==> config.mk <==
export PLATFORM = sky130hd
export DESIGN_NAME = receiver_ctrl
export DESIGN_NICKNAME = d
export VERILOG_FILES = /design/src/rtl/uart_pkg.sv /design/src/rtl/rx_sync.sv /design/src/rtl/receiver_ctrl.sv
export SDC_FILE = /design/constraint.sdc
export NUM_CORES = 1
export LEC_CHECK = 0
export BUFFER_PORTS_ARGS = -buffer_cell sky130_fd_sc_hd__buf_2
export CORE_MARGIN = 1.5
export CORE_UTILIZATION = 54
export DETAILED_ROUTE_END_ITERATION = 10
export PLACE_DENSITY = 0.79
export SLEW_MARGIN = 30
export SYNTH_ARGS = -nofsm -noshare
export SYNTH_HDL_FRONTEND = slang
export SYNTH_SLANG_ARGS = --single-unit
==> constraint.sdc <==
create_clock -name clk -period 2 [get_ports clk]
set_clock_uncertainty 0.1 [all_clocks]
set_input_delay 0.3 -clock clk [delete_from_list [all_inputs] [get_ports clk]]
set_output_delay 0.3 -clock clk [all_outputs]
set_load 0.03 [all_outputs]
==> src/rtl/uart_pkg.sv <==
// Shared UART definitions: frame geometry used by the transmitter, the receiver and the SIPO,
// plus the receive-side state encoding.
package uart_pkg;

    localparam int UART_DATA_BITS    = 8;
    localparam int UART_CLKS_PER_BIT = 16;

    typedef enum logic [2:0] {
        IDLE    = 3'd0,
        START   = 3'd1,
        DATA    = 3'd2,
        STOP    = 3'd3,
        RECOVER = 3'd4
    } rx_state_t;

endpackage

==> src/rtl/rx_sync.sv <==
// Two-flop synchroniser for the asynchronous rx pin; flops reset to the idle-high line level.
module rx_sync (
    input  logic clk,
    input  logic rst,
    input  logic d,
    output logic q
);

    logic sync_p0;
    logic sync_p1;

    always_ff @(posedge clk) begin
        if (rst) begin
            sync_p0 <= 1'b1;
            sync_p1 <= 1'b1;
        end else begin
            sync_p0 <= d;
            sync_p1 <= sync_p0;
        end
    end

    assign q = sync_p1;

endmodule

==> src/rtl/receiver_ctrl.sv <==
// UART receive front end: finds the start bit, samples each data bit mid-bit and feeds the
// SIPO one shift_en pulse per bit, then reports stop-bit success or framing error.
module receiver_ctrl
    import uart_pkg::*;
#(
    parameter int CLKS_PER_BIT = UART_CLKS_PER_BIT,
    parameter int DATA_BITS    = UART_DATA_BITS
) (
    input  logic clk,
    input  logic rst,
    input  logic rx_i,
    output logic shift_en,
    output logic data_o,
    output logic rx_done,
    output logic frame_err,
    output logic busy
);

    localparam int CNT_W = $clog2(CLKS_PER_BIT);
    localparam int IDX_W = $clog2(DATA_BITS) + 1;
    localparam logic [CNT_W-1:0] CNT_HALF = CNT_W'(CLKS_PER_BIT / 2 - 1);
    localparam logic [CNT_W-1:0] CNT_LAST = CNT_W'(CLKS_PER_BIT - 1);
    localparam logic [IDX_W-1:0] IDX_LAST = IDX_W'(DATA_BITS - 1);

    rx_state_t        state;
    logic [CNT_W-1:0] cnt;
    logic [IDX_W-1:0] bit_idx;
    logic             rx_s;

    rx_sync u_rx_sync (
        .clk (clk),
        .rst (rst),
        .d   (rx_i),
        .q   (rx_s)
    );

    // Half a bit in START re-centres the counter so every later sample lands mid-bit.
    always_ff @(posedge clk) begin
        if (rst) begin
            state     <= IDLE;
            cnt       <= '0;
            bit_idx   <= '0;
            shift_en  <= 1'b0;
            data_o    <= 1'b0;
            rx_done   <= 1'b0;
            frame_err <= 1'b0;
        end else begin
            shift_en  <= 1'b0;
            rx_done   <= 1'b0;
            frame_err <= 1'b0;
            case (state)
                IDLE: begin
                    if (!rx_s) begin
                        state <= START;
                        cnt   <= '0;
                    end
                end
                START: begin
                    if (cnt == CNT_HALF) begin
                        cnt <= '0;
                        if (!rx_s) begin
                            state   <= DATA;
                            bit_idx <= '0;
                        end else begin
                            state <= IDLE;
                        end
                    end else begin
                        cnt <= cnt + 1'b1;
                    end
                end
                DATA: begin
                    if (cnt == CNT_LAST) begin
                        cnt      <= '0;
                        data_o   <= rx_s;
                        shift_en <= 1'b1;
                        bit_idx  <= bit_idx + 1'b1;
                        if (bit_idx == IDX_LAST) begin
                            state <= STOP;
                        end
                    end else begin
                        cnt <= cnt + 1'b1;
                    end
                end
                STOP: begin
                    if (cnt == CNT_LAST) begin
                        cnt <= '0;
                        if (rx_s) begin
                            rx_done <= 1'b1;
                            state   <= IDLE;
                        end else begin
                            frame_err <= 1'b1;
                            state     <= RECOVER;
                        end
                    end else begin
                        cnt <= cnt + 1'b1;
                    end
                end
                // Holding here until the line is high again stops a break being read as a start bit.
                RECOVER: begin
                    if (rx_s) begin
                        state <= IDLE;
                    end
                end
                default: begin
                    state <= IDLE;
                end
            endcase
        end
    end

    assign busy = (state != IDLE);

endmodule

==> impl_metrics.prom <==
# TYPE chip_impl_metric gauge
chip_impl_info{name="crit_type",value="register to register"} 1
chip_impl_metric{name="postSynthAreaPerCell",unit="sq um"} 9.01
chip_impl_info{name="status",value="completed"} 1
chip_impl_metric{name="syn2layout_area_growth",unit="%"} 8.66
chip_impl_metric{name="totalWireLength",unit="um"} 1320
chip_impl_metric{name="area.sequential",unit="sq um"} 340
chip_impl_metric{name="slew_viol_final",unit=""} 0
chip_impl_metric{name="cts_resized",unit=""} 0
chip_impl_metric{name="buffer_ports.inserted",unit=""} 7
chip_impl_metric{name="final-instance-count-excl-fill",unit=""} 107
chip_impl_metric{name="max_cap_violations",unit=""} 0
chip_impl_metric{name="start_util",unit=""} 0.581
chip_impl_metric{name="std_cell_rows",unit=""} 13
chip_impl_metric{name="number_of_antenna_violations_at_the_first_check_in_global_routing",unit=""} 0
chip_impl_info{name="root_buffer",value="clkbuf_4"} 1
chip_impl_info{name="crit_path_start_kind",value="register"} 1
chip_impl_metric{name="die_width",unit="um"} 40.7
chip_impl_metric{name="r2r.worst_path.cells",unit=""} 5
chip_impl_metric{name="die_area",unit="sq um"} 1650
chip_impl_metric{name="netlist-cell-type-count",unit=""} 34
chip_impl_info{name="clock_tree_from_tritoncts",value="done"} 1
chip_impl_metric{name="critPathArrivalTime",unit="ns"} 1.94
chip_impl_metric{name="worst_ir_drop_vdd",unit="mV"} 0.460
chip_impl_metric{name="synth_sequential_area_ratio",unit=""} 0.444
chip_impl_metric{name="grt.overflow.total",unit=""} 0
chip_impl_metric{name="clk-insertion-delay-late",unit="ns"} 0.29
chip_impl_metric{name="drtAntennaViolNets",unit=""} 0
chip_impl_metric{name="path_max_fanout",unit=""} 6
chip_impl_metric{name="grt_max_degree",unit=""} 18
chip_impl_metric{name="num_vias",unit=""} 620
chip_impl_metric{name="drcViolationCount",unit=""} 0
chip_impl_metric{name="final_layout_size_suffix_gt1_frac",unit=""} 0.185
chip_impl_metric{name="cts-buffers-inserted",unit=""} 3
chip_impl_metric{name="placed_cells",unit=""} 103
chip_impl_metric{name="vias_in_the_first_global_route",unit=""} 529
chip_impl_metric{name="power.static_leakage",unit="nW"} 0.304
chip_impl_metric{name="num-nets-final",unit=""} 98
chip_impl_metric{name="post_synth_instance_area",unit="sq um"} 766
chip_impl_info{name="dominant_combinational_cell_family_by_area_after_synthesis",value="simple AND/OR/NAND/NOR gates"} 1
chip_impl_metric{name="p_total",unit="mW"} 0.589
chip_impl_metric{name="globalplace.congestion",unit=""} 0.844
chip_impl_metric{name="cts_setup_buffers",unit=""} 0
chip_impl_metric{name="die-height",unit="um"} 40.7
chip_impl_metric{name="max-slew-margin-rel",unit=""} 0.721
chip_impl_metric{name="pwr_density_cell",unit="nW/um^2"} 708
chip_impl_info{name="critPathCaptureType",value="register"} 1
chip_impl_metric{name="cts_max_path_buffers",unit=""} 2
chip_impl_info{name="post_synth_main_area_contributors",value="dfxtp_1, nor2_1, mux2i_1"} 1
chip_impl_metric{name="count_of_endpoints_failing_hold_in_the_final_timing_report",unit=""} 0
chip_impl_info{name="rsz0062_at_grt",value="no"} 1
chip_impl_metric{name="multiInputGateArea",unit="sq um"} 397
chip_impl_metric{name="final_util",unit=""} 0.632
chip_impl_info{name="worstSetupStartpoint",value="cnt[0]$_SDFFE_PP0P_"} 1
chip_impl_metric{name="htree_num_levels",unit=""} 1
chip_impl_metric{name="timing.final.crit_share",unit=""} 0.906
chip_impl_metric{name="diodes",unit=""} 0
chip_impl_metric{name="fmax",unit="MHz"} 552
chip_impl_metric{name="clkSinkCount",unit=""} 17
chip_impl_metric{name="timing.final.setup_violations",unit=""} 0
chip_impl_info{name="crit_path_end",value="state[0]$_SDFFE_PP0P_"} 1
chip_impl_metric{name="synth_top_cell_area_share",unit=""} 0.444
chip_impl_metric{name="post_drt_wl_per_cell",unit="um"} 12.4
chip_impl_metric{name="synthesis.nets",unit=""} 90
chip_impl_metric{name="yosys_register_bits",unit=""} 17
chip_impl_metric{name="grtUsageTotal",unit=""} 0.194
chip_impl_metric{name="synthXorXnorAreaFrac",unit=""} 0.0114
chip_impl_metric{name="clock_pin_slew_of_the_registers_on_the_worst_case_setup_and_hold_paths",unit="ns"} 0.10
chip_impl_metric{name="grt_pass1_wl",unit="um"} 2150
chip_impl_metric{name="synth.area.mux_share",unit=""} 0.0392
chip_impl_info{name="hold_start",value="rx_i"} 1
chip_impl_metric{name="reg2reg_slack",unit="ns"} 0.19
chip_impl_metric{name="core_region_area",unit="sq um"} 1320
chip_impl_metric{name="i_o_pin_total",unit=""} 8
chip_impl_metric{name="drt_iter0_drc",unit=""} 18
chip_impl_metric{name="critPathRequiredTime",unit="ns"} 2.13
chip_impl_metric{name="synth_fa_ha_area_frac",unit=""} 0.0327
chip_impl_metric{name="dp_hpwl",unit="um"} 937
chip_impl_info{name="netlist.top_cell.by_area",value="dfxtp_1"} 1
chip_impl_metric{name="hold_slack",unit="ns"} 0.0957
chip_impl_metric{name="post_drt_via_cell_ratio",unit=""} 5.79
chip_impl_metric{name="period_needed",unit="ns"} 1.81
chip_impl_info{name="crit-reg2reg-capture",value="state[0]$_SDFFE_PP0P_"} 1
chip_impl_metric{name="synthCells",unit=""} 85
chip_impl_metric{name="fin_setup_tns",unit="ns"} 0
chip_impl_metric{name="firstDrtPassIters",unit=""} 4
chip_impl_metric{name="worst_slew_pin_slew",unit="ns"} 0.417
chip_impl_metric{name="synthSimpleGateAreaFrac",unit=""} 0.265
chip_impl_metric{name="n_fill_cell",unit=""} 105
chip_impl_info{name="startpoint_of_the_most_critical_register_to_register_path",value="cnt[0]$_SDFFE_PP0P_"} 1
chip_impl_metric{name="synth_area_in_compound_gates",unit=""} 0.170
chip_impl_metric{name="cts_hold_buffers",unit=""} 0
chip_impl_info{name="worst_hold_path_type",value="input port to register"} 1
chip_impl_metric{name="synth.yosys.warnings",unit=""} 0
-- power by group --
group | leakage [nW] | total, mW | switching [mW] | internal (mW)
clock network | 0.0150 | 0.180 | 0.102 | 0.0774
registers | 0.138 | 0.357 | 0.0108 | 0.346
logic | 0.151 | 0.0519 | 0.0302 | 0.0217
total | 0.304 | 0.589 | 0.143 | 0.446
-- how the worst min path moves through the flow --
stage | end | depth (start not counted)
global placement | u_rx_sync.q$_SDFF_PP1_ | 1
CTS | u_rx_sync.sync_p0$_SDFF_PP1_ | 2
floorplan | u_rx_sync.q$_SDFF_PP1_ | 1
detailed placement | u_rx_sync.q$_SDFF_PP1_ | 1
finish | u_rx_sync.sync_p0$_SDFF_PP1_ | 2
global route | u_rx_sync.sync_p0$_SDFF_PP1_ | 2
-- per-stage QoR --
stage / worst slack, ns / cell area, sq um
finish: 0.187 / 832
global route: 0.113 / 832
CTS: 0.182 / 832
detailed placement: 0.214 / 806
global placement: 0.270 / 806
floorplan: 0.326 / 766
-- cell usage in the layout (no fill, tap or decap), drive strengths merged, types with 2 or more instances in the layout --
cell type  instances
nand3              6
o21ai              2
inv                2
a22oi              2
ha                 2
dfxtp             17
nor3               4
a211oi             2
a21oi              4
or2                2
nand2              4
mux2i              3
clkbuf             4
nor2              14
buf                8
-- cell usage after synthesis, drive strengths merged --
library cell,number
o2111ai,1
nand3,6
o311a,1
dfxtp,17
nor3b,1
mux2i,3
or2,2
a21o,1
clkbuf,4
a41oi,1
o21ai,2
nor2b,1
a311oi,1
nand4bb,1
ha,2
a211oi,2
or3,1
a22oi,2
a2bb2oi,1
xnor2,1
or3b,1
nor4b,1
nor3,4
a21oi,4
buf,1
and3b,1
o221a,1
nor2,14
inv,2
nand3b,1
nand2,4
-- routing by layer --
layer / wire length [um] / vias up / GRT usage / share of wire
met2: 589 / 17 / 0.290 / 0.45
met4: 14 / 0 / 0.100 / 0.011
met1: 667 / 282 / 0.266 / 0.50
met3: 53 / 2 / 0.0326 / 0.040
met5: 0 / - / 0 / 0
li1: - / 319 / - / -
-- area by class of cell --
type	count	area share
sequential	17	0.409
clock buffer	4	0.0316
inverter	2	0.00902
timing repair buffer	8	0.0511
multi-input combinational	61	0.477
tap	15	0.0226
-- sequential cells by signal, summed over array words and instances (netlist names) --
signal / cells
rx_done: 1
u_rx_sync.q: 1
frame_err: 1
data_o: 1
shift_en: 1
cnt: 4
u_rx_sync.sync_p0: 1
state: 3
bit_idx: 4
-- kinds of logic (layout without fill, tap and decap cells) --
group           Yosys count  in the layout
xor+xnor                  1              1
mux                       3              3
simple gates             38             38
compound gates           17             17
buf+inv                   7             14
fa+ha+maj                 2              2
flops                    17             17
-- critical path, stage by stage, from the launching register on --
cell and delay, ns:
dfxtp_1 0.40, ha_1 0.32, nand3_2 0.17, o311a_1 0.35
or3_1 0.30, a21oi_1 0.12
Note: power is estimated with default switching activity, not from simulation.
